==> src/rtl/seg7_pkg.sv <==
// Shared seven-segment definitions for the display encoder and the
// seg7_to_bin readback/entry converter.
//   SEG_0..SEG_9 : active-low segment codes, bit6 = a .. bit0 = g
//   SEG_BLANK    : all segments off, accepted as a leading zero
//   ST_*         : seg7_to_bin FSM state encodings
package seg7_pkg;

  localparam logic [6:0] SEG_0     = 7'b0000001;
  localparam logic [6:0] SEG_1     = 7'b1001111;
  localparam logic [6:0] SEG_2     = 7'b0010010;
  localparam logic [6:0] SEG_3     = 7'b0000110;
  localparam logic [6:0] SEG_4     = 7'b1001100;
  localparam logic [6:0] SEG_5     = 7'b0100100;
  localparam logic [6:0] SEG_6     = 7'b0100000;
  localparam logic [6:0] SEG_7     = 7'b0001111;
  localparam logic [6:0] SEG_8     = 7'b0000000;
  localparam logic [6:0] SEG_9     = 7'b0000100;
  localparam logic [6:0] SEG_BLANK = 7'b1111111;

  localparam logic [1:0] ST_IDLE = 2'd0;
  localparam logic [1:0] ST_CONV = 2'd1;
  localparam logic [1:0] ST_DONE = 2'd2;

endpackage

==> src/rtl/seg7_to_bin_if.sv <==
// Handshake bundle for seg7_to_bin.
//   seg_in/in_valid/in_ready             : code input side
//   bin_out/err_*/out_valid/out_ready    : result output side
// master = producer/consumer environment, slave = converter.
interface seg7_to_bin_if #(
  parameter int DIGITS = 3,
  parameter int BIN_W  = 8
);
  logic [7*DIGITS-1:0] seg_in;
  logic                in_valid;
  logic                in_ready;
  logic [BIN_W-1:0]    bin_out;
  logic                err_digit;
  logic                err_range;
  logic                out_valid;
  logic                out_ready;

  modport master (
    output seg_in, in_valid, out_ready,
    input  in_ready, bin_out, err_digit, err_range, out_valid
  );

  modport slave (
    input  seg_in, in_valid, out_ready,
    output in_ready, bin_out, err_digit, err_range, out_valid
  );
endinterface

==> src/rtl/seg7_decode.sv <==
// Combinational seven-segment decoder.
//   code     : active-low segment code, bit6 = a .. bit0 = g
//   digit    : decoded value 0..9 (0 when invalid or blank)
//   valid    : code is one of the ten digit codes
//   is_blank : code is the all-off blank pattern (not counted as valid)
module seg7_decode
  import seg7_pkg::*;
(
  input  logic [6:0] code,
  output logic [3:0] digit,
  output logic       valid,
  output logic       is_blank
);

  always_comb begin
    digit    = 4'd0;
    valid    = 1'b1;
    is_blank = (code == SEG_BLANK);
    case (code)
      SEG_0:   digit = 4'd0;
      SEG_1:   digit = 4'd1;
      SEG_2:   digit = 4'd2;
      SEG_3:   digit = 4'd3;
      SEG_4:   digit = 4'd4;
      SEG_5:   digit = 4'd5;
      SEG_6:   digit = 4'd6;
      SEG_7:   digit = 4'd7;
      SEG_8:   digit = 4'd8;
      SEG_9:   digit = 4'd9;
      default: valid = 1'b0;
    endcase
  end

endmodule

==> src/rtl/seg7_to_bin.sv <==
// Seven-segment code to binary converter.
// Decodes DIGITS segment codes to BCD, then converts serially by reverse
// double dabble: ACC_W cycles of shift-right with -3 on nibbles >= 8.
//   clk, rst_n : clock, asynchronous active-low reset
//   bus        : seg7_to_bin_if slave (seg_in/in_valid/in_ready in,
//                bin_out/err_digit/err_range/out_valid/out_ready out)
//
// state   | meaning
// IDLE    | in_ready high, waiting for in_valid
// CONV    | one shift/correct step per cycle, ACC_W steps
// DONE    | result held with out_valid until out_ready
module seg7_to_bin
  import seg7_pkg::*;
#(
  parameter int DIGITS = 3,
  parameter int BIN_W  = 8,
  parameter int ACC_W  = 10
) (
  input  logic         clk,
  input  logic         rst_n,
  seg7_to_bin_if.slave bus
);

  localparam int SH_W  = 4*DIGITS + ACC_W;
  localparam int CNT_W = $clog2(ACC_W + 1);

  logic [1:0]          state;
  logic [4*DIGITS-1:0] bcd_reg;
  logic [ACC_W-1:0]    acc;
  logic [CNT_W-1:0]    cnt;
  logic [BIN_W-1:0]    bin_q;
  logic                err_digit_q;
  logic                err_range_q;
  logic                out_valid_q;

  logic [4*DIGITS-1:0] bcd_dec;
  logic [DIGITS-1:0]   dig_ok;
  logic [SH_W-1:0]     sh;
  logic [ACC_W-1:0]    acc_nxt;
  logic                over;

  for (genvar k = 0; k < DIGITS; k++) begin : g_dec
    logic [3:0] d;
    logic       v;
    logic       blank;
    seg7_decode u_dec (
      .code     (bus.seg_in[7*k +: 7]),
      .digit    (d),
      .valid    (v),
      .is_blank (blank)
    );
    assign bcd_dec[4*k +: 4] = d;
    // A blank reads as a leading zero everywhere except the units digit.
    assign dig_ok[k] = v | (blank & (k != 0));
  end

  always_comb begin
    sh = {bcd_reg, acc} >> 1;
    for (int k = 0; k < DIGITS; k++) begin
      if (sh[ACC_W + 4*k +: 4] >= 4'd8)
        sh[ACC_W + 4*k +: 4] = sh[ACC_W + 4*k +: 4] - 4'd3;
    end
  end

  assign acc_nxt = sh[ACC_W-1:0];
  assign over    = acc_nxt > ACC_W'({BIN_W{1'b1}});

  always_ff @(posedge clk or negedge rst_n) begin
    if (!rst_n) begin
      state       <= ST_IDLE;
      bcd_reg     <= '0;
      acc         <= '0;
      cnt         <= '0;
      bin_q       <= '0;
      err_digit_q <= 1'b0;
      err_range_q <= 1'b0;
      out_valid_q <= 1'b0;
    end else begin
      case (state)
        ST_IDLE: begin
          if (bus.in_valid) begin
            bcd_reg <= bcd_dec;
            acc     <= '0;
            cnt     <= '0;
            if (!(&dig_ok)) begin
              state       <= ST_DONE;
              bin_q       <= '0;
              err_digit_q <= 1'b1;
              err_range_q <= 1'b0;
              out_valid_q <= 1'b1;
            end else begin
              state <= ST_CONV;
            end
          end
        end
        ST_CONV: begin
          {bcd_reg, acc} <= sh;
          cnt            <= cnt + CNT_W'(1);
          // Result is taken from the final step's value so out_valid
          // rises on the ACC_W-th edge after accept.
          if (cnt == CNT_W'(ACC_W - 1)) begin
            state       <= ST_DONE;
            out_valid_q <= 1'b1;
            err_digit_q <= 1'b0;
            err_range_q <= over;
            bin_q       <= over ? {BIN_W{1'b1}} : acc_nxt[BIN_W-1:0];
          end
        end
        ST_DONE: begin
          if (bus.out_ready) begin
            state       <= ST_IDLE;
            out_valid_q <= 1'b0;
          end
        end
        default: state <= ST_IDLE;
      endcase
    end
  end

  assign bus.in_ready  = (state == ST_IDLE);
  assign bus.bin_out   = bin_q;
  assign bus.err_digit = err_digit_q;
  assign bus.err_range = err_range_q;
  assign bus.out_valid = out_valid_q;

endmodule

==> src/flat_wrapper.sv <==
// flat-port wrapper written by rule: the top's interface ports become plain ports
module seg7_to_bin_flat import seg7_pkg::*;
#(
  parameter int DIGITS = 3,
  parameter int BIN_W  = 8,
  parameter int ACC_W  = 10
)
  (clk, rst_n, bus_seg_in, bus_in_valid, bus_out_ready, bus_in_ready, bus_bin_out, bus_err_digit, bus_err_range, bus_out_valid);
  seg7_to_bin_if #(.DIGITS(DIGITS), .BIN_W(BIN_W)) bus_i ();
  input  logic clk;
  input  logic rst_n;
  input wire logic [$bits(bus_i.seg_in)-1:0] bus_seg_in;
  input wire logic [$bits(bus_i.in_valid)-1:0] bus_in_valid;
  input wire logic [$bits(bus_i.out_ready)-1:0] bus_out_ready;
  output wire logic [$bits(bus_i.in_ready)-1:0] bus_in_ready;
  output wire logic [$bits(bus_i.bin_out)-1:0] bus_bin_out;
  output wire logic [$bits(bus_i.err_digit)-1:0] bus_err_digit;
  output wire logic [$bits(bus_i.err_range)-1:0] bus_err_range;
  output wire logic [$bits(bus_i.out_valid)-1:0] bus_out_valid;
  assign bus_i.seg_in = bus_seg_in;
  assign bus_i.in_valid = bus_in_valid;
  assign bus_i.out_ready = bus_out_ready;
  assign bus_in_ready = bus_i.in_ready;
  assign bus_bin_out = bus_i.bin_out;
  assign bus_err_digit = bus_i.err_digit;
  assign bus_err_range = bus_i.err_range;
  assign bus_out_valid = bus_i.out_valid;
  seg7_to_bin #(.DIGITS(DIGITS), .BIN_W(BIN_W), .ACC_W(ACC_W)) u_core (.clk(clk), .rst_n(rst_n), .bus(bus_i));
endmodule
==> config.mk <==
export PLATFORM = sky130hd
export DESIGN_NAME = seg7_to_bin_flat
export DESIGN_NICKNAME = d
export VERILOG_FILES = /design/src/rtl/seg7_pkg.sv /design/src/rtl/seg7_to_bin_if.sv /design/src/rtl/seg7_decode.sv /design/src/rtl/seg7_to_bin.sv /design/src/flat_wrapper.sv
export SDC_FILE = /design/constraint.sdc
export NUM_CORES = 1
export LEC_CHECK = 0
export ABC_AREA = 0
export BUFFER_PORTS_ARGS = -buffer_cell sky130_fd_sc_hd__buf_2
export CORE_MARGIN = 4
export CORE_UTILIZATION = 55
export CTS_CLUSTER_SIZE = 10
export DETAILED_ROUTE_END_ITERATION = 10
export GPL_ROUTABILITY_DRIVEN = 0
export PLACE_DENSITY = 0.75
export SETUP_SLACK_MARGIN = 0.4
export SLEW_MARGIN = 10
export SYNTH_ARGS = -nofsm -noshare
export SYNTH_HDL_FRONTEND = slang
export SYNTH_SLANG_ARGS = --single-unit
==> constraint.sdc <==
create_clock -name clk -period 2.4 [get_ports clk]
set_input_delay 0.36 -clock clk [delete_from_list [all_inputs] [get_ports clk]]
set_output_delay 0.36 -clock clk [all_outputs]
set_load 0.01 [all_outputs]
* Yosys cells after proc, flatten, opt, wreduce, memory -nomap -nowiden
Cells that the tools add are included.
Word-level totals: output and inout bits 12, register bits 39
Cells by class: $add $sub $neg 4, reduce and logical (&&, ||, !) cells 14, bitwise operators 2, eq/ne operators 36, multiplexer cells 36, magnitude comparators 4
Operators with widths (count):
- $pmux 4 s9 | 3
- $eq 7x7->1 const B | 8
- $eq 7x3->1 const B | 6
- $eq 7x6->1 const B | 6
- $mux 8 | 4
- $reduce_or 10->1 | 3
- $pmux 12 s2 | 1
- $eq 7x1->1 const B | 3
- $eq 7x4->1 const B | 3
- $eq 7x5->1 const B | 3
- $logic_not 7->1 | 3
- $pmux 10 s2 | 1
- $mux 4 | 4
- $pmux 8 s2 | 1
- $mux 12 | 1
- $mux 1 | 11
- $gt 10x8->1 const B | 1
- $mux 10 | 1
- $ge 4x4->1 const B | 2
- $mux 2 | 4
- $pmux 4 s2 | 1
- $sub 4x2->4 const B | 2
- $ne 2x2->1 const B | 3
- $pmux 2 s3 | 1
- other kinds (17) | 20

* Longest topological paths before layout
depth in word-level cells 8, depth in mapped cells 8, depth with buffers taken out 7

* Cells and area by module
From an unflattened synthesis, not the netlist that was laid out.
Unflattened totals: cell total of the unflattened synthesis 262, area, all modules 2454.9 µm²
By module, submodules not included:
- seg7_to_bin | area each 1903.1 µm², cells each 178, sequential area each 950.9 µm², instances 1
- seg7_decode | area each 183.9 µm², cells each 28, sequential area each 0.0 µm², instances 3

* Least setup slack after synthesis
OpenSTA, ideal clock, no wires.
path type input to register, start point input bus_seg_in[10], end point register u_core.err_digit_q (netlist: u_core.bus.err_digit), cell stages on the path 7, arrival time 1.927 ns, required time 2.279 ns, path slack 0.352 ns, setup time 0.121 ns, cell sequence buf_4 nor4_1 nand2_1 a311oi_1 o41ai_1 or3_4 a32o_2
On the way: word-level cells in the longest chain between the ends 7
Ends and longest elaborated chain:
- from (decl) | line flat_wrapper.sv:12 | input wire logic [$bits(bus_i.seg_in)-1:0] bus_seg_in;
- $eq 7x3->1 (tied with other cells) | line seg7_decode.sv:19 | case (code)
- $reduce_or 10->1 (no line)
- $mux 1 | line seg7_decode.sv:19
- $or 1x1->1 * | line seg7_to_bin.sv:54 | assign dig_ok[k] = v | (blank & (k != 0));
- $reduce_and 3->1 * | line seg7_to_bin.sv:85 | if (!(&dig_ok)) begin
- $ne 2x2->1 (no line) *
- $reduce_and 4->1 (no line) *
- to (signal assigned) | line seg7_to_bin.sv:75 | err_digit_q <= 1'b0;
- to (signal assigned) | line seg7_to_bin.sv:88 | err_digit_q <= 1'b1;
- to (signal assigned) | line seg7_to_bin.sv:104 | err_digit_q <= 1'b0;
- to (decl) | line seg7_to_bin.sv:32 | logic err_digit_q;
Every way passes the cells marked *; elsewhere a longest branch is shown, timed or not. A chain may end at the register's enable or synchronous reset.

* Worst setup path in the final report
start point input bus_seg_in[0], end point register u_core.err_digit_q (netlist: u_core.bus.err_digit)
On the way: word-level cells in the longest chain between the ends 6
Ends and longest elaborated chain (line):
- $eq 7x3->1 (tied with other cells) | seg7_decode.sv:19
- $reduce_or 10->1 (no line) *
- $mux 1 * | seg7_decode.sv:19
- $reduce_and 3->1 * | seg7_to_bin.sv:85
- $ne 2x2->1 (no line) *
- $reduce_and 4->1 (no line) *
Marked as above.

==> impl_metrics.py <==
metrics = {
    "timing": {
        "timing_hold_violations_final": 0,
        "max-slew-margin-rel": 0.452,
        "rsz0062_at_grt": "yes",
        "skew_ns": 0.00706,
        "hold_slack_ns": 0.157,
        "fmax_mhz": 526,
        "timing.final.crit_period_ns": 1.90,
        "fin_tns_setup_ns": 0,
        "finalMaxSlewViolations": 0,
        "tightest_slew_ns": 0.822,
        "final_min_period_over_clock_period": 0.792,
        "setup_viol_count_final": 0,
    },
    "global_route": {
        "grt_antenna_before_repair": 0,
        "grt_pass1_vias": 1911,
        "remaining_global_route_overflow": 0,
        "first_pass_grt_wire_length_mm": 8.70,
        "grt_max_degree": 39,
        "gr-usage-all-layers": 0.204,
    },
    "clock_tree": {
        "tritoncts": "done",
        "cts_buffer_depth": 2,
        "ctsHtreeMaxLevel": 2,
        "clock-sinks": 38,
        "cts_root_buffer": "sky130_fd_sc_hd__clkbuf_8",
        "cts-buffers-inserted": 5,
        "cts_hold_repair.buffers": 0,
        "worstSkewPairLatency_ns": 0.29,
        "cts.clk_slew.worst_paths_ns": 0.08,
    },
    "die": {
        "die_h_um": 73.2,
        "die_x_um": 73.2,
        "core-area_um2": 4060,
        "pin_count": 37,
        "start_util": 0.576,
        "num_rows": 23,
        "dieArea_um2": 5350,
    },
    "place": {
        "dp_hpwl_mm": 3.64,
        "io_buffer_count": 36,
        "place_inst": 329,
    },
    "detailed_routing": {
        "detail_route.wirelength_mm": 5.14,
        "firstDrtPassIters": 4,
        "detail_route.vias_per_cell": 6.05,
        "wl_met3_um": 277,
        "detail-route-antenna-nets": 0,
        "route.vias.total": 2046,
        "drc": 0,
        "drt_iter0_drc": 132,
        "met2_wirelength_mm": 2.39,
        "route.top_layer_used": "met4",
        "route.layer.met1.wl_mm": 2.40,
        "wire_per_inst_um": 15.2,
    },
    "synth": {
        "number_of_synthesized_flops_with_an_enable_pin": 0,
        "synthesis.instances": 255,
        "synth.cell_area_um2": 2340,
        "synth.ff_latch_count": 38,
        "yosys.cell_types.count": 52,
        "synth_area_per_cell_um2": 9.16,
        "syn_nets": 286,
        "synth_warnings": 0,
        "synth_top_area_frac": 0.407,
        "synth-seq-area-share": 0.407,
        "yosysTopAreaCell": "sky130_fd_sc_hd__dfrtp_1",
        "synth_top_flop_cell": "sky130_fd_sc_hd__dfrtp_1",
        "synth-async-reset-ratio": 1.00,
        "ys_top_cells_by_area": "sky130_fd_sc_hd__dfrtp_1 (41%), sky130_fd_sc_hd__a22o_1 (4.1%), sky130_fd_sc_hd__nor2_1 (4.0%)",
    },
    "critical_path": {
        "endpoint_kind": "register",
        "setup.worst_path.class": "in2reg",
        "required_time_worst_endpoint_ns": 2.58,
        "crit_path_max_fanout": 8,
        "setup.worst_path.start_class": "input pin",
        "crit_arrival_ns": 2.08,
    },
    "final_layout": {
        "final_layout_size_suffix_gt1_frac": 0.229,
        "largest_register_ffs": 12,
        "final_nets": 318,
        "antenna_cells_inserted": 0,
        "most-common-layout-cells": "sky130_fd_sc_hd__dfrtp_1 (37), sky130_fd_sc_hd__buf_2 (36), sky130_fd_sc_hd__nor2_1 (25)",
        "final_core_utilization": 0.666,
        "layout_commonest_cell": "sky130_fd_sc_hd__dfrtp_1",
        "final-instance-count-excl-fill": 338,
        "syn_to_final_growth_pct": 15.7,
    },
    "hold_path": {
        "holdCritPathClass": "in2async",
    },
    "power_and_ir_drop": {
        "power.total_mw": 1.65,
        "pwr_density_nw_per_um2": 610,
        "worst_ir_drop_vdd_mv": 0.408,
        "power.static_leakage_nw": 1.22,
    },
    "status": {
        "run_status": "complete, no violations",
    },
    "run": {
        "cap_viol_max_count": 0,
    },
}
## per-stage QoR
step	instance area, µm²	setup WS [ns]
3_5_place_dp	2540	0.0466
4_1_cts	2690	0.482
2_1_floorplan	2360	0.408
5_1_grt	2700	0.387
3_3_place_gp	2540	0.180
6_report	2700	0.500
## final timing paths
| kind | start | endpoint | slack [ns] | depth (start not counted) |
|---|---|---|---|---|
| setup reg to reg | u_core.state[0]$_DFFE_PN0P_ | u_core.bus.err_range$_DFFE_PN0P_ | 0.61 | 8 |
| min in group clk | bus_out_ready | u_core.state[1]$_DFFE_PN0P_ | 0.29 | 2 |
| setup / recovery | bus_seg_in[0] | u_core.bus.err_digit$_DFFE_PN0P_ | 0.50 | 7 |
| max in group asynchronous | rst_n | u_core.state[0]$_DFFE_PN0P_ | 1.66 | 1 |
| hold reg to reg | u_core.bcd_reg[11]$_DFFE_PN0P_ | u_core.bcd_reg[11]$_DFFE_PN0P_ | 0.47 | 2 |
| hold / removal | rst_n | u_core.bcd_reg[7]$_DFFE_PN0P_ | 0.16 | 1 |
## power by group
group          leakage, nW  switching [mW]  internal (mW)  total, mW
clock               0.0683           0.236          0.417      0.653
sequential           0.515          0.0504          0.678      0.728
combinational        0.639           0.156          0.114      0.269
total                 1.22           0.442           1.21       1.65
## synth_stat cells, types with 3 or more instances
library cell	number
sky130_fd_sc_hd__nor2b_1	4
sky130_fd_sc_hd__nor2_1	25
sky130_fd_sc_hd__inv_1	8
sky130_fd_sc_hd__xor2_1	4
sky130_fd_sc_hd__nand4_1	4
sky130_fd_sc_hd__nand2_1	24
sky130_fd_sc_hd__nor3_1	7
sky130_fd_sc_hd__a31oi_1	3
sky130_fd_sc_hd__buf_4	4
sky130_fd_sc_hd__clkbuf_1	10
sky130_fd_sc_hd__dfrtp_1	38
sky130_fd_sc_hd__xnor2_1	5
sky130_fd_sc_hd__o21ai_0	15
sky130_fd_sc_hd__o31ai_1	4
sky130_fd_sc_hd__nand2b_1	4
sky130_fd_sc_hd__nor3b_1	3
sky130_fd_sc_hd__mux2_2	4
sky130_fd_sc_hd__o2bb2ai_1	8
sky130_fd_sc_hd__and3b_1	3
sky130_fd_sc_hd__nor4_1	4
sky130_fd_sc_hd__a21oi_1	12
sky130_fd_sc_hd__nor4b_1	4
sky130_fd_sc_hd__a22o_1	11
sky130_fd_sc_hd__ha_1	6
## worst max-delay path, stage by stage
cell                     delay [ns]
sky130_fd_sc_hd__buf_2         0.14
sky130_fd_sc_hd__or3_1         0.41
sky130_fd_sc_hd__nor3_1        0.21
sky130_fd_sc_hd__a32o_1        0.20
sky130_fd_sc_hd__nor4_1        0.09
sky130_fd_sc_hd__or3_4         0.40
sky130_fd_sc_hd__a32o_2        0.27
## kinds of logic after synthesis
group,count (synthesis),share of synthesized area
simple gates,97,0.219
mux,6,0.0279
xor+xnor,9,0.0337
compound gates,73,0.225
buf+inv,26,0.0552
flops,38,0.407
fa+ha+maj,6,0.0321
## final cells by class
class | instances | area [µm²]
Fill cell | 332 | 1360
Multi-Input combinational cell | 191 | 1290
Sequential cell | 38 | 952
Timing Repair Buffer | 43 | 233
Clock buffer | 5 | 68.8
Clock inverter | 3 | 68.8
Tap cell | 50 | 62.6
Inverter | 8 | 30.0
## layer usage
metal / vias up / GRT usage
met3: 9 / 0.0317
met2: 59 / 0.315
met4: 0 / 0.0635
met5: - / 0
met1: 976 / 0.295
li1: 1002 / -
## timing repair
action | 4_1_cts | 5_1_grt
pin swaps | 0 | 1
setup endpoints to repair | 2 | 11
buffers inserted | 0 | 1
resized for setup | 2 | 2
Power figures use the tool's default switching activity.
